File: config.mk
export PLATFORM = sky130hd
export DESIGN_NAME = parallel_serializer
export DESIGN_NICKNAME = d
export VERILOG_FILES = /design/src/rtl/parallel_serializer.sv
export SDC_FILE = /design/constraint.sdc
export NUM_CORES = 1
export LEC_CHECK = 0
export CAP_MARGIN = 5
export CORE_MARGIN = 2
export CORE_UTILIZATION = 40
export DETAILED_ROUTE_END_ITERATION = 6
export PLACE_DENSITY = 0.66
export SLEW_MARGIN = 20
export SYNTH_ARGS = -nofsm -noshare
export SYNTH_HDL_FRONTEND = slang
export SYNTH_SLANG_ARGS = --single-unit
File: constraint.sdc
create_clock -name clk -period 1.4 [get_ports clk]
set_input_delay 0.14 -clock clk [delete_from_list [all_inputs] [get_ports clk]]
set_output_delay 0.14 -clock clk [all_outputs]
set_load 0.1 [all_outputs]
File: src/rtl/parallel_serializer.sv
// Purpose: captures an N-bit parallel word and streams it LSB first on ser_out,
//          with an optional even-parity bit (build macro PARALLEL_SERIALIZER_PARITY_EN).
// Latency: first bit visible the cycle after capture; done pulses the cycle after the last bit.
// Backpressure: ser_en=0 holds the current bit indefinitely; din_ready is high only in IDLE.
module parallel_serializer #(
    parameter int N = 8
) (
    input  logic         clk,
    input  logic         rst,
    input  logic [N-1:0] din,
    input  logic         din_valid,
    output logic         din_ready,
    input  logic         ser_en,
    output logic         ser_out,
    output logic         ser_valid,
    output logic         done
);

    localparam int CW = (N > 1) ? $clog2(N) : 1;
    localparam logic [CW-1:0] LAST = CW'(N - 1);

`ifdef PARALLEL_SERIALIZER_PARITY_EN
    typedef enum logic [1:0] {IDLE, SHIFT, PARITY} state_t;
`else
    typedef enum logic {IDLE, SHIFT} state_t;
`endif

    state_t         state;
    state_t         state_nxt;
    logic [N-1:0]   shift_reg;
    logic [CW-1:0]  cnt;
    logic           done_r;
    logic           capture;
    logic           advance;
    logic           frame_end;
`ifdef PARALLEL_SERIALIZER_PARITY_EN
    logic           parity_bit;
`endif

    // Next-state decode and Moore-style outputs; datapath strobes come out of here too.
    always_comb begin
        state_nxt = state;
        din_ready = 1'b0;
        ser_valid = 1'b0;
        ser_out   = 1'b0;
        capture   = 1'b0;
        advance   = 1'b0;
        frame_end = 1'b0;
        case (state)
            IDLE: begin
                din_ready = 1'b1;
                if (din_valid) begin
                    capture   = 1'b1;
                    state_nxt = SHIFT;
                end
            end
            SHIFT: begin
                ser_valid = 1'b1;
                ser_out   = shift_reg[0];
                if (ser_en) begin
                    advance = 1'b1;
                    if (cnt == LAST) begin
`ifdef PARALLEL_SERIALIZER_PARITY_EN
                        state_nxt = PARITY;
`else
                        state_nxt = IDLE;
                        frame_end = 1'b1;
`endif
                    end
                end
            end
`ifdef PARALLEL_SERIALIZER_PARITY_EN
            PARITY: begin
                ser_valid = 1'b1;
                ser_out   = parity_bit;
                if (ser_en) begin
                    state_nxt = IDLE;
                    frame_end = 1'b1;
                end
            end
`endif
            default: state_nxt = IDLE;
        endcase
    end

    // State register; reset aborts any frame in flight.
    always_ff @(posedge clk or posedge rst) begin
        if (rst) begin
            state <= IDLE;
        end else begin
            state <= state_nxt;
        end
    end

    // Shift register and bit counter; counter saturates at N-1 so it never wraps in a frame.
    always_ff @(posedge clk or posedge rst) begin
        if (rst) begin
            shift_reg <= '0;
            cnt       <= '0;
        end else if (capture) begin
            shift_reg <= din;
            cnt       <= '0;
        end else if (advance) begin
            shift_reg <= {1'b0, shift_reg[N-1:1]};
            cnt       <= (cnt == LAST) ? cnt : cnt + 1'b1;
        end
    end

    // Done is registered so it lands in the first IDLE cycle, alongside din_ready.
    always_ff @(posedge clk or posedge rst) begin
        if (rst) begin
            done_r <= 1'b0;
        end else begin
            done_r <= frame_end;
        end
    end

`ifdef PARALLEL_SERIALIZER_PARITY_EN
    // Parity is computed once from the captured word, since the shift register drains to zero.
    always_ff @(posedge clk or posedge rst) begin
        if (rst) begin
            parity_bit <= 1'b0;
        end else if (capture) begin
            parity_bit <= ^din;
        end
    end
`endif

    assign done = done_r;

endmodule

# ---- Word-level counts from Yosys, hierarchy flattened
# Cells that the tools add are included.
dict set report op_classes {
  muxes 18
  reduce_logical 2
  n_eq_ne 2
  addsub 1
  bitwise_logic 1
}
# op n
set ops {}
lappend ops {{$mux W8} 2}
lappend ops {{$mux W1} 12}
lappend ops {{$mux W3} 3}
lappend ops {{$add A3 B1 Y3 const B} 1}
lappend ops {{$eq A3 B3 Y1 const B} 1}
lappend ops {{$ne A2 B2 Y1 const B} 1}
lappend ops {{$pmux W1 S2} 1}
lappend ops {{$reduce_and A2 Y1} 1}
lappend ops {{$reduce_bool A2 Y1} 1}
lappend ops {{$not A1 Y1} 1}
dict set report word_totals {
  wordCells 28
  out_inout_bits 4
  register_bits 13
}

# ---- Longest topological paths before layout
dict set report logic_depth {
  ltp_word 4
  mapped_depth 4
}

# ---- Least setup slack after synthesis
# No wires, ideal clock.
dict set report synth_timing {
  path_kind {register to output}
  startpoint {reg state}
  endpoint {out ser_out}
  setup_slack_ns -0.854
  stages_incl_launch_ff 4
  t_arrival_ns 2.114
  required_ns 1.260
  path_cell_list {dfrtp_1 -> buf_6 -> buf_4 -> and2_1}
}
dict set report synth_via {
  elab_chain_len 1
}
# item line_no
set synth_lines {}
lappend synth_lines {{start: declaration} 28} ;# state_t state;
lappend synth_lines {{start signal: assignment} 91} ;# state <= state_nxt;
lappend synth_lines {{$mux W1} 49} ;# case (state)
lappend synth_lines {{end: declaration} 14} ;# output logic ser_out,
# No other way between the ends.

# ---- Worst setup path in the final report
# Same ends and word-level chain as after synthesis.

==> impl_metrics.sql <==
INSERT INTO impl_metrics (metric_group, metric, value, unit) VALUES
('grt', 'grt.total_usage', '14.7', '%'),
('setup_path', 'timing.critical_path.fanout_max', '7', ''),
('synthesis', 'top_area_cell_type_share_of_the_netlist_area', '46.2', '%'),
('synthesis', 'postSynth.asyncResetShare', '100', '%'),
('cells_and_area', 'final-instance-count-excl-fill', '101', ''),
('timing', 'maxSlewViolCount', '0', ''),
('clock_tree', 'cts_buffer_depth', '2', ''),
('setup_path', 'timing.critical_path.from_type', 'flip-flop', ''),
('placed_design', 'finalWeightedCongestion', '0.756', ''),
('grt', 'number_of_global_route_vias_before_repair', '500', ''),
('synthesis', 'ff_latch_count_synth', '13', ''),
('timing', 'final_setup_violations', '0', ''),
('route', 'remaining_drcs', '0', ''),
('clock_tree', 'tritoncts_clock_tree', 'yes', ''),
('timing', 'finalWorstSetupSlack', '0.0383', 'ns'),
('setup_path', 'timing.critical_path.to_type', 'output pin', ''),
('timing', 'setup_repair_after_global_routing_missed_its_margin', 'yes', ''),
('clock_tree', 'clkTransAtPathRegs', '0.08', 'ns'),
('route', 'viasPerCell', '5.34', ''),
('route', 'drt.antenna.violating_nets', '0', ''),
('grt', 'pin_count_of_the_biggest_net_entering_global_routing', '14', ''),
('timing', 'finalCriticalPeriod', '1.36', 'ns'),
('floorplan', 'num_rows', '15', ''),
('grt', 'global_route.overflow_total', '0', ''),
('cells_and_area', 'antenna_cells_inserted', '0', ''),
('setup_path', 'timing.critical_path.arrival', '1.22', 'ns'),
('status', 'status', 'finished, final reports clean', ''),
('timing', 'finalCritPeriodShare', '97.3', '%'),
('floorplan', 'die_area', '2110', 'µm²'),
('cells_and_area', 'drive_above_1_share', '29.8', '%'),
('placed_design', 'portBuffers', '15', ''),
('clock_tree', 'clkLatencyLatePin', '0.27', 'ns'),
('route', 'drt-initial-drc-count', '6', ''),
('grt', 'wire_length_of_the_first_global_routing_pass', '2180', 'µm'),
('synthesis', 'post_synth_most_frequent_cells', 'sky130_fd_sc_hd__dfrtp_1 (13), sky130_fd_sc_hd__mux2i_1 (7), sky130_fd_sc_hd__inv_1 (4), sky130_fd_sc_hd__nand3b_1 (4), sky130_fd_sc_hd__o221a_1 (4)', ''),
('timing', 'hold_viol', '0', ''),
('setup_path', 'worstReg2RegStart', 'cnt[1]', ''),
('timing', 'max_slew_margin_vs_limit', '65.7', '%'),
('power', 'irDropWorstVdd', '0.000835', 'V'),
('floorplan', 'placeableCoreArea', '1690', 'µm²'),
('synthesis', 'number_of_distinct_library_cells_after_synthesis', '25', ''),
('timing', 'worstMarginPinSlew', '0.514', 'ns'),
('synthesis', 'cell_area_synth', '704', 'µm²'),
('route', 'detailedRoute.firstPassIterationCount', '4', ''),
('placed_design', 'dp_slack', '-0.0170', 'ns'),
('synthesis', 'synth_nets', '73', ''),
('synthesis', 'synth_area_leader_cell', 'sky130_fd_sc_hd__dfrtp_1', ''),
('placed_design', 'post_dp_hpwl', '1010', 'µm'),
('setup_path', 'reg2reg_slack', '0.04', 'ns'),
('route', 'drt-total-wl', '1410', 'µm'),
('cells_and_area', 'largest_reg_flops', '8', ''),
('clock_tree', 'holdBufCountCts', '0', ''),
('clock_tree', 'htree_num_levels', '1', ''),
('placed_design', 'dpl_cell_area', '943', 'µm²'),
('synthesis', 'seq_area_frac_synth', '46.2', '%'),
('setup_path', 'timing.reg2reg.worst_path_depth', '5', ''),
('cells_and_area', 'syn2layout_area_growth', '46.0', '%'),
('synthesis', 'postSynthCellCount', '59', ''),
('setup_path', 'cp_data_required_time', '1.26', 'ns'),
('power', 'p_per_area', '1700', 'nW/µm²'),
('floorplan', 'die_x', '46.0', 'µm'),
('timing', 'fin_hold_ws', '0.195', 'ns'),
('cells_and_area', 'fin_area', '1030', 'µm²'),
('floorplan', 'initial_cell_density_of_the_core', '41.7', '%'),
('synthesis', 'synthTopCellsByArea', 'sky130_fd_sc_hd__dfrtp_1 (46%), sky130_fd_sc_hd__mux2i_1 (9.9%), sky130_fd_sc_hd__o221a_1 (6.4%)', ''),
('synthesis', 'count_of_warnings_emitted_by_yosys', '0', ''),
('floorplan', 'floorplan.io_pins', '16', ''),
('synthesis', 'synth_enable_flop_cells', '0', ''),
('synthesis', 'yosysMostFrequentCell', 'sky130_fd_sc_hd__dfrtp_1', ''),
('floorplan', 'floorplan.die.height', '46.0', 'µm'),
('route', 'vias', '539', '');
-- report_power, final --
part / total, mW / leakage (nW) / switching, mW / internal (mW)
Combinational: 0.934 / 0.292 / 0.452 / 0.481
Clock: 0.225 / 0.0150 / 0.115 / 0.110
Sequential: 0.588 / 0.161 / 0.0828 / 0.506
-- critical path, cell delays in order (launching register included) --
cell	delay, ns
sky130_fd_sc_hd__dfrtp_4	0.51
sky130_fd_sc_hd__buf_6	0.14
sky130_fd_sc_hd__and2_4	0.14
sky130_fd_sc_hd__buf_12	0.16
-- layout make-up --
type                       instances  area [µm²]
timing repair buffer              25         273
clock buffer                       4        26.3
tap                               17        21.3
inverter                           4        18.8
sequential                        13         329
fill                             141         661
multi-input combinational         38         360
-- per-stage QoR --
stage / TNS, ns / total power [mW] / util [%]
floorplan: -0.0721 / 1.17 / -
global placement: -0.0624 / 1.43 / 55.9
detailed placement: -0.0570 / 1.44 / 55.9
CTS: 0 / 1.71 / 59.1
global route: -0.0236 / 1.86 / 60.9
finish: 0 / 1.75 / 60.9
-- cell usage in the layout (no fill, tap or decap) --
master / instances
sky130_fd_sc_hd__a311o_1: 1
sky130_fd_sc_hd__nor3b_1: 2
sky130_fd_sc_hd__buf_6: 2
sky130_fd_sc_hd__nor4bb_2: 1
sky130_fd_sc_hd__or2b_1: 1
sky130_fd_sc_hd__ha_2: 1
sky130_fd_sc_hd__clkinvlp_4: 1
sky130_fd_sc_hd__and4b_1: 2
sky130_fd_sc_hd__a221o_1: 1
sky130_fd_sc_hd__clkbuf_1: 1
sky130_fd_sc_hd__nand3b_1: 4
sky130_fd_sc_hd__nand2b_4: 1
sky130_fd_sc_hd__mux2i_1: 7
sky130_fd_sc_hd__nor2_1: 2
sky130_fd_sc_hd__o22ai_1: 1
sky130_fd_sc_hd__and2_4: 1
sky130_fd_sc_hd__o221ai_1: 1
sky130_fd_sc_hd__mux2_4: 1
sky130_fd_sc_hd__buf_12: 4
sky130_fd_sc_hd__dfrtp_4: 1
sky130_fd_sc_hd__clkbuf_4: 3
sky130_fd_sc_hd__inv_1: 3
sky130_fd_sc_hd__clkdlybuf4s50_1: 11
sky130_fd_sc_hd__a211o_1: 1
sky130_fd_sc_hd__dfrtp_1: 12
sky130_fd_sc_hd__nand2_1: 1
sky130_fd_sc_hd__ha_4: 1
sky130_fd_sc_hd__and3_1: 1
sky130_fd_sc_hd__nand3_1: 1
sky130_fd_sc_hd__buf_4: 8
sky130_fd_sc_hd__and2_1: 2
sky130_fd_sc_hd__o221a_1: 4
-- kinds of logic after synthesis --
| kind of cell | after synthesis | share of synthesized area [%] |
|---|---|---|
| AO/OA/AOI/OAI | 9 | 12.6 |
| adder cells (fa/ha/maj) | 2 | 3.55 |
| buffers and inverters | 8 | 7.10 |
| flip-flops | 13 | 46.2 |
| multiplexers | 8 | 12.1 |
| AND/OR/NAND/NOR | 19 | 18.5 |
-- routing by layer --
metal	wire (µm)	track usage, %	vias up
met5	0	0	-
met4	0	3.43	0
met3	50	5.95	0
met2	690	22.5	15
met1	666	19.2	255
li1	-	-	269
-- what timing repair did --
action                     in CTS  in global routing
pin swaps                       2                  2
gates resized for setup         2                  4
buffers inserted                3                  1
setup endpoints to repair       3                  4
-- worst max-delay path by stage --
stage	from	end	cells past startpoint
3_3_place_gp	ser_en	shift_reg[0]	3
6_report	state	ser_out	3
4_1_cts	cnt[0]	cnt[0]	5
3_5_place_dp	ser_en	shift_reg[3]	3
5_1_grt	cnt[1]	cnt[1]	5
2_1_floorplan	state	din_ready	3
No activity file was read; power rests on OpenSTA's default activity.
